<file path="config.mk">
export PLATFORM = sky130hd
export DESIGN_NAME = score_counter
export DESIGN_NICKNAME = d
export VERILOG_FILES = /design/src/rtl/score_counter_pkg.sv /design/src/rtl/score_counter_btn_debounce.sv /design/src/rtl/score_counter.sv
export SDC_FILE = /design/constraint.sdc
export NUM_CORES = 1
export LEC_CHECK = 0
export ABC_CLOCK_PERIOD_IN_PS = 2400
export CAP_MARGIN = 20
export CORE_MARGIN = 10
export CORE_UTILIZATION = 57
export DETAILED_ROUTE_END_ITERATION = 7
export HOLD_SLACK_MARGIN = 0.08
export PLACE_DENSITY_LB_ADDON = 0.3
export SLEW_MARGIN = 20
export SYNTH_ARGS = -nofsm -noshare
export SYNTH_HDL_FRONTEND = slang
export SYNTH_SLANG_ARGS = --single-unit
</file>
<file path="constraint.sdc">
create_clock -name clk_1khz -period 2.4 [get_ports clk_1khz]
set_clock_uncertainty 0.2 [all_clocks]
set_input_delay 0.36 -clock clk_1khz [delete_from_list [all_inputs] [get_ports clk_1khz]]
set_output_delay 0.36 -clock clk_1khz [all_outputs]
set_load 0.02 [all_outputs]
</file>
<file path="src/rtl/score_counter_pkg.sv">
// Shared scoreboard types and constants: BCD digit width, digit/score limits,
// default debounce length, and the BCD saturating-increment helper.
package score_counter_pkg;

    localparam int unsigned DIGIT_W         = 4;
    localparam int unsigned DIGIT_MAX       = 9;
    localparam int unsigned SCORE_MAX       = 99;
    localparam int unsigned DEBOUNCE_MS_DEF = 20;

    typedef logic [DIGIT_W-1:0] bcd_digit_t;

    typedef struct packed {
        bcd_digit_t tens;
        bcd_digit_t ones;
    } bcd_score_t;

    function automatic logic bcd_at_max(input bcd_score_t s);
        return (s.tens == bcd_digit_t'(SCORE_MAX / 10)) &&
               (s.ones == bcd_digit_t'(SCORE_MAX % 10));
    endfunction

    // Saturates at SCORE_MAX; the >= guard keeps a digit from ever leaving 0..9.
    function automatic bcd_score_t bcd_inc_sat(input bcd_score_t s);
        bcd_score_t r;
        r = s;
        if (!bcd_at_max(s)) begin
            if (s.ones >= bcd_digit_t'(DIGIT_MAX)) begin
                r.ones = '0;
                r.tens = s.tens + bcd_digit_t'(1);
            end else begin
                r.ones = s.ones + bcd_digit_t'(1);
            end
        end
        return r;
    endfunction

endpackage

</file>
<file path="src/rtl/score_counter_btn_debounce.sv">
// One raw button: 2-flop synchroniser, stability debouncer, registered press pulse.
// press_o rises DEBOUNCE_MS+1 edges after the first edge sampling a stable high input.
module btn_debounce
    import score_counter_pkg::*;
#(
    parameter int unsigned DEBOUNCE_MS = DEBOUNCE_MS_DEF
) (
    input  logic clk_1khz,
    input  logic rst_i,
    input  logic btn_i,
    output logic press_o
);

    localparam logic [7:0] CNT_LAST = 8'(DEBOUNCE_MS - 1);

    logic       sync1_q, sync2_q;
    logic       acc_q, acc_d;
    logic       press_q, press_d;
    logic [7:0] cnt_q, cnt_d;

    always_comb begin
        acc_d = acc_q;
        cnt_d = '0;
        if (sync2_q != acc_q) begin
            if (cnt_q == CNT_LAST) begin
                acc_d = ~acc_q;
                cnt_d = '0;
            end else begin
                cnt_d = cnt_q + 8'd1;
            end
        end
        // Only the 0->1 transition of the accepted level is a press.
        press_d = acc_d & ~acc_q;
    end

    always_ff @(posedge clk_1khz or posedge rst_i) begin
        if (rst_i) begin
            sync1_q <= 1'b0;
            sync2_q <= 1'b0;
            acc_q   <= 1'b0;
            cnt_q   <= '0;
            press_q <= 1'b0;
        end else begin
            sync1_q <= btn_i;
            sync2_q <= sync1_q;
            acc_q   <= acc_d;
            cnt_q   <= cnt_d;
            press_q <= press_d;
        end
    end

    assign press_o = press_q;

endmodule

</file>
<file path="src/rtl/score_counter.sv">
// Two-player BCD scoreboard (0..99 each, saturating) with debounced score and clear buttons.
// Digits and score_evt_o update one edge after a debounced press pulse; clear wins over scores.
module score_counter
    import score_counter_pkg::*;
#(
    parameter int unsigned DEBOUNCE_MS = DEBOUNCE_MS_DEF
) (
    input  logic               clk_1khz,
    input  logic               rst_i,
    input  logic               p1_btn_i,
    input  logic               p2_btn_i,
    input  logic               clr_btn_i,
    output logic [DIGIT_W-1:0] p1_tens_o,
    output logic [DIGIT_W-1:0] p1_ones_o,
    output logic [DIGIT_W-1:0] p2_tens_o,
    output logic [DIGIT_W-1:0] p2_ones_o,
    output logic               score_evt_o
);

    logic p1_press, p2_press, clr_press;

    btn_debounce #(.DEBOUNCE_MS(DEBOUNCE_MS)) u_p1_btn (
        .clk_1khz (clk_1khz),
        .rst_i    (rst_i),
        .btn_i    (p1_btn_i),
        .press_o  (p1_press)
    );

    btn_debounce #(.DEBOUNCE_MS(DEBOUNCE_MS)) u_p2_btn (
        .clk_1khz (clk_1khz),
        .rst_i    (rst_i),
        .btn_i    (p2_btn_i),
        .press_o  (p2_press)
    );

    btn_debounce #(.DEBOUNCE_MS(DEBOUNCE_MS)) u_clr_btn (
        .clk_1khz (clk_1khz),
        .rst_i    (rst_i),
        .btn_i    (clr_btn_i),
        .press_o  (clr_press)
    );

    bcd_score_t p1_q, p1_d;
    bcd_score_t p2_q, p2_d;
    logic       evt_q, evt_d;

    always_comb begin
        p1_d  = p1_q;
        p2_d  = p2_q;
        evt_d = 1'b0;
        if (clr_press) begin
            // A clear always signals, even when the board is already 00:00.
            p1_d  = '0;
            p2_d  = '0;
            evt_d = 1'b1;
        end else begin
            if (p1_press) p1_d = bcd_inc_sat(p1_q);
            if (p2_press) p2_d = bcd_inc_sat(p2_q);
            evt_d = (p1_d != p1_q) || (p2_d != p2_q);
        end
    end

    always_ff @(posedge clk_1khz or posedge rst_i) begin
        if (rst_i) begin
            p1_q  <= '0;
            p2_q  <= '0;
            evt_q <= 1'b0;
        end else begin
            p1_q  <= p1_d;
            p2_q  <= p2_d;
            evt_q <= evt_d;
        end
    end

    assign p1_tens_o   = p1_q.tens;
    assign p1_ones_o   = p1_q.ones;
    assign p2_tens_o   = p2_q.tens;
    assign p2_ones_o   = p2_q.ones;
    assign score_evt_o = evt_q;

endmodule
</file>
==> flow_summary.yaml, run 1 <==
global_route:
  overflow: 0
  grt_pass1_vias: 1670
  grt_max_degree: 35
  grt_use_total: 0.122
  antenna_found_initial: 0
  grt_pass1_wl_um: 7520
die:
  initial_utilization: 0.584
  core_um2: 4290
  die_area_um2: 7450
  fp.dieH_um: 86.3
  ioPinCount: 22
  die-width_um: 86.3
  rows: 24
setup_path:
  cp-end-kind: "flop"
  start_kind: "flop"
  critPathSlowestCell: "dfrtp_1"
  cp.required_ns: 2.39
  r2r_start: "p2_ones_o[0]"
  critPathMaxStageDelay_ns: 0.44
  r2r_slack_ns: 0.39
  critPathMaxFanout: 6
  critPathArrivalTime_ns: 2.00
  cp_top_family: "flip-flops"
  crit_type: "reg -> reg"
  path_buf_inv: 1
  crit_start: "p2_ones_o[0]"
  cp_cell_sequence: "inv_1, ha_1, or3b_1, nand3_1, a31oi_1, mux2_2"
clock_tree:
  numCtsBuffers: 5
  clock-sinks: 53
  cts_hold_buf: 0
  clk_path_buf_depth: 2
  cts_post_setup_buffers_inserted: 0
  cts_resized: 0
  clk_pin_slew_ns: 0.10
  cts-htree-levels: 2
  clk_latency_ns: 0.30
  cts_tree: "yes"
  cts-root-buf: "clkbuf_8"
place:
  port_buffers: 21
  dpl_worst_slack_ns: 0.391
  hpwl_um: 3110
  gp_congestion: 0.810
  dp.cells: 303
cells_and_area:
  utilization: 0.669
  diodes: 0
  syn2layout_area_growth_pct: 14.6
  fin_nets: 276
  drive_above_1_share: 0.0811
  layout.cells.non_filler: 311
route:
  viasPerCell: 5.49
  wl_um: 4170
  drc: 0
  met3_wirelength_um: 199
  routed.top_layer: "met4"
  num_vias: 1706
  routed-wl-met2_um: 1930
  detail_route.first_pass.iterations: 4
  m1WireLength_um: 2020
  drt_iter0_drc: 96
  ant_nets: 0
  wl_per_cell_um: 13.4
job:
  maxCapViolCount: 0
timing:
  hold_ws_ns: 0.153
  max_slew_margin: 0.562
  maxSlewViolCount: 0
  setup_viol: 0
  tightest_slew_ns: 0.657
  final.period_utilization: 0.838
  worst_slack_ns: 0.390
  setup-tns-final_ns: 0
  rsz0062_at_grt: "false"
  fmax_ghz: 0.498
  period_minus_slack_ns: 2.01
  final_hold_viol_count: 0
pwr:
  ir_drop_mv: 0.405
  leakage_nw: 1.37
  power.density_nw_per_um2: 507
yosys:
  synth-simple-area-share: 0.211
  syn-mean-instance-area_um2: 10.8
  synth_compound_area_frac: 0.0579
  postSynthCellCount: 233
  yosys_register_bits: 53
  ys_types: 37
  synth_mux_area_frac: 0.0389
  synth_ff_type: "dfrtp_1"
  synth_top_family_by_area: "simple AND/OR/NAND/NOR gates"
  synth_adder_area_share: 0.0649
  yosys_warnings: 0
  synth_area_um2: 2510
  synth_edf_count: 0
  seq_area_frac_synth: 0.529
  async_flop_share: 1.00
  synth_xor_area_frac: 0.0769
  syn_nets: 251
status:
  status: "completed"
hold_path:
  hold_path.class: "reg -> reg"
  hold_start: "u_p2_btn.sync1_q"
cell usage after synthesis (2+ instances only):
cell | instances | area (µm²)
and2_1 | 2 | 12.5
nand4_1 | 3 | 18.8
a31oi_1 | 3 | 18.8
mux2_2 | 6 | 67.6
xor2_1 | 16 | 140
nand3_1 | 19 | 95.1
a41oi_1 | 2 | 17.5
nor2_1 | 35 | 131
a21oi_1 | 6 | 30.0
nor3_1 | 2 | 10.0
nand2b_1 | 2 | 12.5
ha_1 | 13 | 163
xnor2_1 | 6 | 52.6
dfrtp_1 | 53 | 1330
inv_1 | 10 | 37.5
clkbuf_1 | 4 | 15.0
and3_1 | 10 | 62.6
a32oi_1 | 2 | 17.5
nor2b_1 | 4 | 25.0
nor4b_1 | 3 | 26.3
o21ai_0 | 2 | 10.0
mux2i_1 | 3 | 30.0
nand2_1 | 10 | 37.5
nor3b_1 | 4 | 30.0
metrics by stage:
stage                     total power [mW]  area [µm²]
final                                 1.46        2870
after global routing                  1.53        2870
after CTS                             1.48        2870
after detailed placement              1.01        2790
after global placement                1.00        2790
after floorplan                      0.981        2510
state kept, by name (all words and copies together), names as in the netlist, 4 cells and up:
name             cells
p2_ones_o            4
u_clr_btn.cnt_q      8
p1_ones_o            4
p1_tens_o            4
p2_tens_o            4
u_p2_btn.cnt_q       8
u_p1_btn.cnt_q       8
routing by layer:
layer,global-route usage,vias to the layer above
li1,-,853
met1,0.156,825
met2,0.193,26
met3,0.0385,2
met4,0.0383,0
met5,0,-
where the power goes:
group	leakage (nW)	switching, mW	total [mW]	internal, mW
combinational	0.604	0.0346	0.0596	0.0249
clock	0.0439	0.268	0.470	0.202
sequential	0.719	0.0170	0.926	0.909
layout by cell type (no fill, tap or decap), types with 2 or more instances in the layout:
cell type        instances
mux2i_1                  3
clkinv_2                 2
xnor2_1                  6
and2_1                   2
nand3_1                 19
inv_1                    9
nand2_1                 10
a31oi_1                  3
clkbuf_8                 5
o21ai_0                  2
a21oi_1                  6
xor2_1                  16
clkdlybuf4s50_1         21
dfrtp_1                 53
and3_1                  10
nor2b_1                  4
nor3_1                   2
mux2_2                   6
nor3b_1                  4
nand4_1                  3
a32oi_1                  2
nor2_1                  35
nor4b_1                  3
nand2b_1                 2
a41oi_1                  2
ha_1                    13
layout make-up:
type / count / area (µm²)
Clock buffer: 5 / 68.8
Clock inverter: 3 / 17.5
Fill cell: 341 / 1420
Inverter: 10 / 37.5
Multi-Input combinational cell: 166 / 1130
Sequential cell: 53 / 1330
Tap cell: 52 / 65.1
Timing Repair Buffer: 22 / 230
cells by family (layout without fill, tap and decap cells):
kind of cell    count (synthesis)  after routing
simple gates                  101            101
buf+inv                        14             40
flops                          53             53
xor+xnor                       22             22
fa+ha+maj                      13             13
mux                             9              9
compound gates                 21             21
worst paths after layout:
path	end	cells past startpoint
min in group asynchronous	u_clr_btn.cnt_q[7]	2
worst min-delay path	u_p2_btn.sync2_q	0
worst max register to register	p2_tens_o[0]	6
max in group asynchronous	u_p2_btn.cnt_q[1]	3
worst max-delay path	p2_tens_o[0]	6
worst min register to register	u_p2_btn.sync2_q	0
(Power assumes the default switching activity.)
==> inputs of run 2 (changes only) <==
ABC_CLOCK_PERIOD_IN_PS = 1850   (was 2400)
clock period = 1.85 ns   (was 2.4 ns; I/O delays follow)
==> run 2 against run 1 <==
Effect of this change: final area grew 6.2%; setup slack got worse by 0.38 ns; maximum frequency rose by 9.3%; core utilization grew 4.1 points; clock-buffer cell count is the same; hold slack improved by 0.0013 ns; total power rose by 32%; final cell count up 3.5%; sequential share of layout area decreased by 2.5 points; sequential power up 30%; die area did not move; non-clock buffer count grew 11; critical path type unchanged; critical endpoint is now p1_tens_o[0]; largest cell class unchanged.
==> flow_summary.yaml, run 2 (synthesized netlist as in run 1, its figures left out) <==
route:
  wl_um: 4500
  drc: 0
  drt_iter0_drc: 75
  ant_nets: 0
  num_vias: 1756
  viasPerCell: 5.45
  detail_route.first_pass.iterations: 4
  wl_per_cell_um: 14.0
die:
  initial_utilization: 0.584
  fp.dieH_um: 86.3
  die_area_um2: 7450
  rows: 24
  die-width_um: 86.3
  ioPinCount: 22
  core_um2: 4290
clock_tree:
  clk_pin_slew_ns: 0.09
  clock-sinks: 53
  cts-root-buf: "clkbuf_8"
  clk_latency_ns: 0.30
  numCtsBuffers: 5
  clk_path_buf_depth: 2
  cts_tree: "yes"
  cts-htree-levels: 2
setup_path:
  crit_start: "p1_ones_o[0]"
  path_buf_inv: 0
  crit_type: "reg -> reg"
  path_depth: 5
  cp_cell_sequence: "ha_2, or3b_4, nand2_4, nor2_1, mux2_2"
  critPathMaxStageDelay_ns: 0.45
  critPathMaxFanout: 8
  r2r_slack_ns: 0.01
  rr_worst_depth: 5
  start_kind: "flop"
  cp_top_family: "simple AND/OR/NAND/NOR gates"
  cp-endpoint: "p1_tens_o[0]"
  cp-end-kind: "flop"
  critPathArrivalTime_ns: 1.83
  r2r-end: "p1_tens_o[0]"
  r2r_start: "p1_ones_o[0]"
  critPathSlowestCell: "dfrtp_2"
  cp.required_ns: 1.84
timing:
  hold_ws_ns: 0.154
  rsz0062_at_grt: "true"
  max_slew_margin: 0.662
  final_hold_viol_count: 0
  setup_viol: 0
  fmax_ghz: 0.544
  tightest_slew_ns: 0.507
  maxSlewViolCount: 0
  worst_slack_ns: 0.0102
  period_minus_slack_ns: 1.84
  final.period_utilization: 0.994
cells_and_area:
  layout.cells.non_filler: 322
  fin_nets: 287
  final-seq-area_um2: 1330
  fin_area_um2: 3050
  final_cell_mix: "dfrtp_1 (49), nor2_1 (35), nand3_1 (18)"
  biggestRegsByFlops: "u_clr_btn.cnt_q x8, u_p1_btn.cnt_q x8, u_p2_btn.cnt_q x8"
  drive_above_1_share: 0.189
  diodes: 0
  mostFrequentLayoutCell: "dfrtp_1"
  multi_input_area_um2: 1210
  syn2layout_area_growth_pct: 21.7
  fillers: 320
global_route:
  grt_pass1_vias: 1779
  antenna_found_initial: 0
  overflow: 0
  grt_max_degree: 54
  grt_use_total: 0.128
  grt_pass1_wl_um: 7890
job:
  maxCapViolCount: 0
hold_path:
  min_path_cells: 0
  hold_path.class: "reg -> reg"
place:
  dpl_worst_slack_ns: 0.0314
  gp_congestion: 0.846
  dpl_cell_area_um2: 2890
  port_buffers: 21
  hpwl_um: 3180
  dp.cells: 311
pwr:
  combPwrFrac: 0.042
  p_int_mw: 1.48
  p_switching_uw: 443
  p_sw_frac: 0.230
  power_frac_seq: 0.624
  ir_drop_mv: 0.475
  pwr-share-clk: 0.334
  power.density_nw_per_um2: 631
  leakage_nw: 1.54
status:
  status: "completed"
-- run 2: changes by cell type in the layout (fill, tap and decap cells not counted), moves of 4 or more --
cell,before,now
dfrtp_2,0,4
dlymetal6s2s_1,0,4
dlygate4sd2_1,0,10
buf_4,0,11
clkdlybuf4s50_1,21,7
dfrtp_1,53,49
-- run 2: repair_timing --
| item | CTS | global route |
|---|---|---|
| gates resized for setup | 10 | 15 |
| hold buffers | 0 | 0 |
| setup buffers | 0 | 3 |
| endpoints found under the setup margin | 10 | 31 |
| pin swaps | 0 | 1 |
-- run 2: layout make-up --
type | count | share of cell area
clock buffers | 5 | 0.0226
inverters | 10 | 0.0135
multi-input cells | 166 | 0.397
clock inverters | 3 | 0.00697
well taps | 52 | 0.0213
repair buffers | 33 | 0.102
flip-flops and latches | 53 | 0.436
-- run 2: worst reg2reg max path, stage by stage, from the launching register on --
cell	delay [ns]
dfrtp_2	0.45
ha_2	0.20
or3b_4	0.41
nand2_4	0.12
nor2_1	0.08
mux2_2	0.27
-- run 2: power by group through the flow --
| stage | Combinational [mW] | Sequential [mW] | Clock (mW) |
|---|---|---|---|
| global placement | 0.0793 | 1.22 | 0 |
| global route | 0.0934 | 1.21 | 0.711 |
| detailed placement | 0.0816 | 1.22 | 0 |
| floorplan | 0.0532 | 1.22 | 0 |
| finish | 0.0805 | 1.20 | 0.643 |
| CTS | 0.0822 | 1.20 | 0.669 |
-- run 2: routing by layer --
metal | part of all wire | wire length (µm) | vias to the layer above | track usage
li1 | - | - | 877 | -
met1 | 0.47 | 2120 | 836 | 0.157
met2 | 0.46 | 2070 | 34 | 0.202
met3 | 0.051 | 231 | 9 | 0.0441
met4 | 0.016 | 71 | 0 | 0.0501
met5 | 0 | 0 | - | 0
-- run 2: through the flow --
stage                util  TNS, ns  power (mW)
finish              0.710        0        1.93
global route        0.710  -0.0830        2.01
CTS                 0.691        0        1.95
detailed placement  0.673        0        1.31
global placement    0.673        0        1.30
floorplan               -        0        1.27
-- run 2: worst min path at each step --
stage	startpoint	to	slack, ns
final	u_p1_btn.sync1_q	u_p1_btn.sync2_q	0.15
after CTS	u_p1_btn.sync1_q	u_p1_btn.sync2_q	0.16
after global placement	u_p1_btn.sync1_q	u_p1_btn.sync2_q	0.13
after detailed placement	u_p1_btn.sync1_q	u_p1_btn.sync2_q	0.14
after global routing	u_clr_btn.sync1_q	u_clr_btn.sync2_q	0.16
after floorplan	clr_btn_i	u_clr_btn.sync1_q	0.11
==> inputs of run 3 (changes only) <==
CORE_UTILIZATION = 30   (was 57)
GPL_TIMING_DRIVEN = 0   (was default)
==> run 3 against run 2 <==
Effect of this change: the flow now finishes with violations (setup timing); hold slack worse by 0.0057 ns; setup slack worse by 0.016 ns; total power is 0.77% lower; non-clock buffer count is 4 higher; first-iteration DRC count is 2.7% higher; global-route usage is 5.1 points lower; die area is 67% higher; register-to-register slack worse by 0.02 ns; sequential power hardly changed; sequential cell count stayed put; critical path depth is 1 higher; clock power is 2% lower.
==> flow_summary.yaml, run 3 (synthesized netlist as in run 1, its figures left out) <==
timing:
  maxSlewViolCount: 0
  setup_viol: 2
  final.period_utilization: 1.00
  max_slew_margin: 0.624
  worst_slack_ns: -0.00562
  hold_ws_ns: 0.149
  tightest_slew_ns: 0.563
  period_minus_slack_ns: 1.86
  fmax_ghz: 0.539
  rsz0062_at_grt: "true"
  final_hold_viol_count: 0
route:
  viasPerCell: 4.66
  detail_route.first_pass.iterations: 3
  met3_wirelength_um: 184
  wl_per_cell_um: 12.5
  ant_nets: 0
  routed-wl-met2_um: 2220
  routed.top_layer: "met4"
  num_vias: 1765
  wl_um: 4760
  m1WireLength_um: 2280
  drt_iter0_drc: 77
  drc: 0
clock_tree:
  clock-sinks: 53
  numCtsBuffers: 5
  cts_tree: "yes"
  cts-htree-levels: 2
  cts_hold_buf: 0
  cts-root-buf: "clkbuf_8"
  clk_latency_ns: 0.30
  clk_pin_slew_ns: 0.10
  clk_path_buf_depth: 2
cells_and_area:
  utilization: 0.380
  fin_nets: 291
  mostFrequentLayoutCell: "dfrtp_1"
  syn2layout_area_growth_pct: 24.1
  biggestRegsByFlops: "u_clr_btn.cnt_q x8, u_p1_btn.cnt_q x8, u_p2_btn.cnt_q x8"
  drive_above_1_share: 0.182
  layout.cells.non_filler: 379
  diodes: 0
  fillers: 822
  final_cell_mix: "dfrtp_1 (48), nor2_1 (34), nand3_1 (18)"
setup_path:
  path_buf_inv: 1
  rr_worst_depth: 6
  critPathArrivalTime_ns: 1.85
  crit_type: "reg -> reg"
  critPathSlowestCell: "dfrtp_2"
  cp_top_family: "simple AND/OR/NAND/NOR gates"
  cp-end-kind: "flop"
  critPathMaxStageDelay_ns: 0.45
  start_kind: "flop"
  path_depth: 6
  critPathMaxFanout: 5
  cp_cell_sequence: "inv_2, ha_2, or3b_4, nand3_2, a31oi_4, mux2_4"
  cp.required_ns: 1.84
status:
  status: "finished, violations left"
  violations: "setup timing"
global_route:
  grt_max_degree: 30
  grt_pass1_vias: 1786
  antenna_found_initial: 0
  grt_use_total: 0.0774
  grt_pass1_wl_um: 8330
  overflow: 0
place:
  port_buffers: 21
  gp_congestion: 0.781
  hpwl_um: 3240
  dp.cells: 360
  dpl_worst_slack_ns: -0.000156
job:
  maxCapViolCount: 0
die:
  die-width_um: 111
  fp.dieH_um: 111
  ioPinCount: 22
  die_area_um2: 12400
  initial_utilization: 0.307
  core_um2: 8180
  rows: 33
pwr:
  total_power_mw: 1.91
  power.density_nw_per_um2: 614
  ir_drop_mv: 0.370
  leakage_nw: 1.55
hold_path:
  min_path_cells: 0
  hold_path.class: "reg -> reg"
## run 3: per-stage QoR
step            TNS [ns]  cell area (µm²)
5_1_grt           -0.114             3110
3_3_place_gp      -0.154             2890
4_1_cts          -0.0130             3020
6_report        -0.00862             3110
2_1_floorplan          0             2550
3_5_place_dp   -0.000156             2910
## run 3: what timing repair did
action | CTS | global route
gates resized for setup | 13 | 13
buffers inserted | 5 | 6
pin swaps | 1 | 2
endpoints found under the setup margin | 15 | 20
## run 3: power breakdown
group	internal [mW]	leakage, nW	switching [mW]
clock	0.263	0.0450	0.365
combinational	0.0331	0.793	0.0465
sequential	1.18	0.711	0.0230
total	1.48	1.55	0.434
## run 3: final cells by class
cell class                 instances  area [µm²]  area share
sequential                        53        1330       0.429
inverter                          10        41.3      0.0133
buffer                             4        15.0     0.00483
multi-input combinational        166        1200       0.385
clock inverter                     2        10.0     0.00322
tap                              105         131      0.0423
clock buffer                       6        72.6      0.0233
timing repair buffer              33         309      0.0994
## run 3: path summary, 6_finish.rpt
kind                                  start                 to  slack, ns
max in group asynchronous             rst_i       p2_ones_o[1]       0.76
setup / recovery               p2_ones_o[0]       p2_tens_o[0]     -0.006
setup reg to reg               p2_ones_o[0]       p2_tens_o[0]     -0.006
hold / removal             u_p2_btn.sync1_q   u_p2_btn.sync2_q       0.15
min in group asynchronous             rst_i  u_p1_btn.cnt_q[5]       0.17
hold reg to reg            u_p2_btn.sync1_q   u_p2_btn.sync2_q       0.15
## run 3: per-layer routing
metal | track usage | vias to the layer above
li1 | - | 880
met1 | 0.0944 | 863
met2 | 0.125 | 18
met3 | 0.0215 | 4
met4 | 0.0334 | 0
met5 | 0 | -
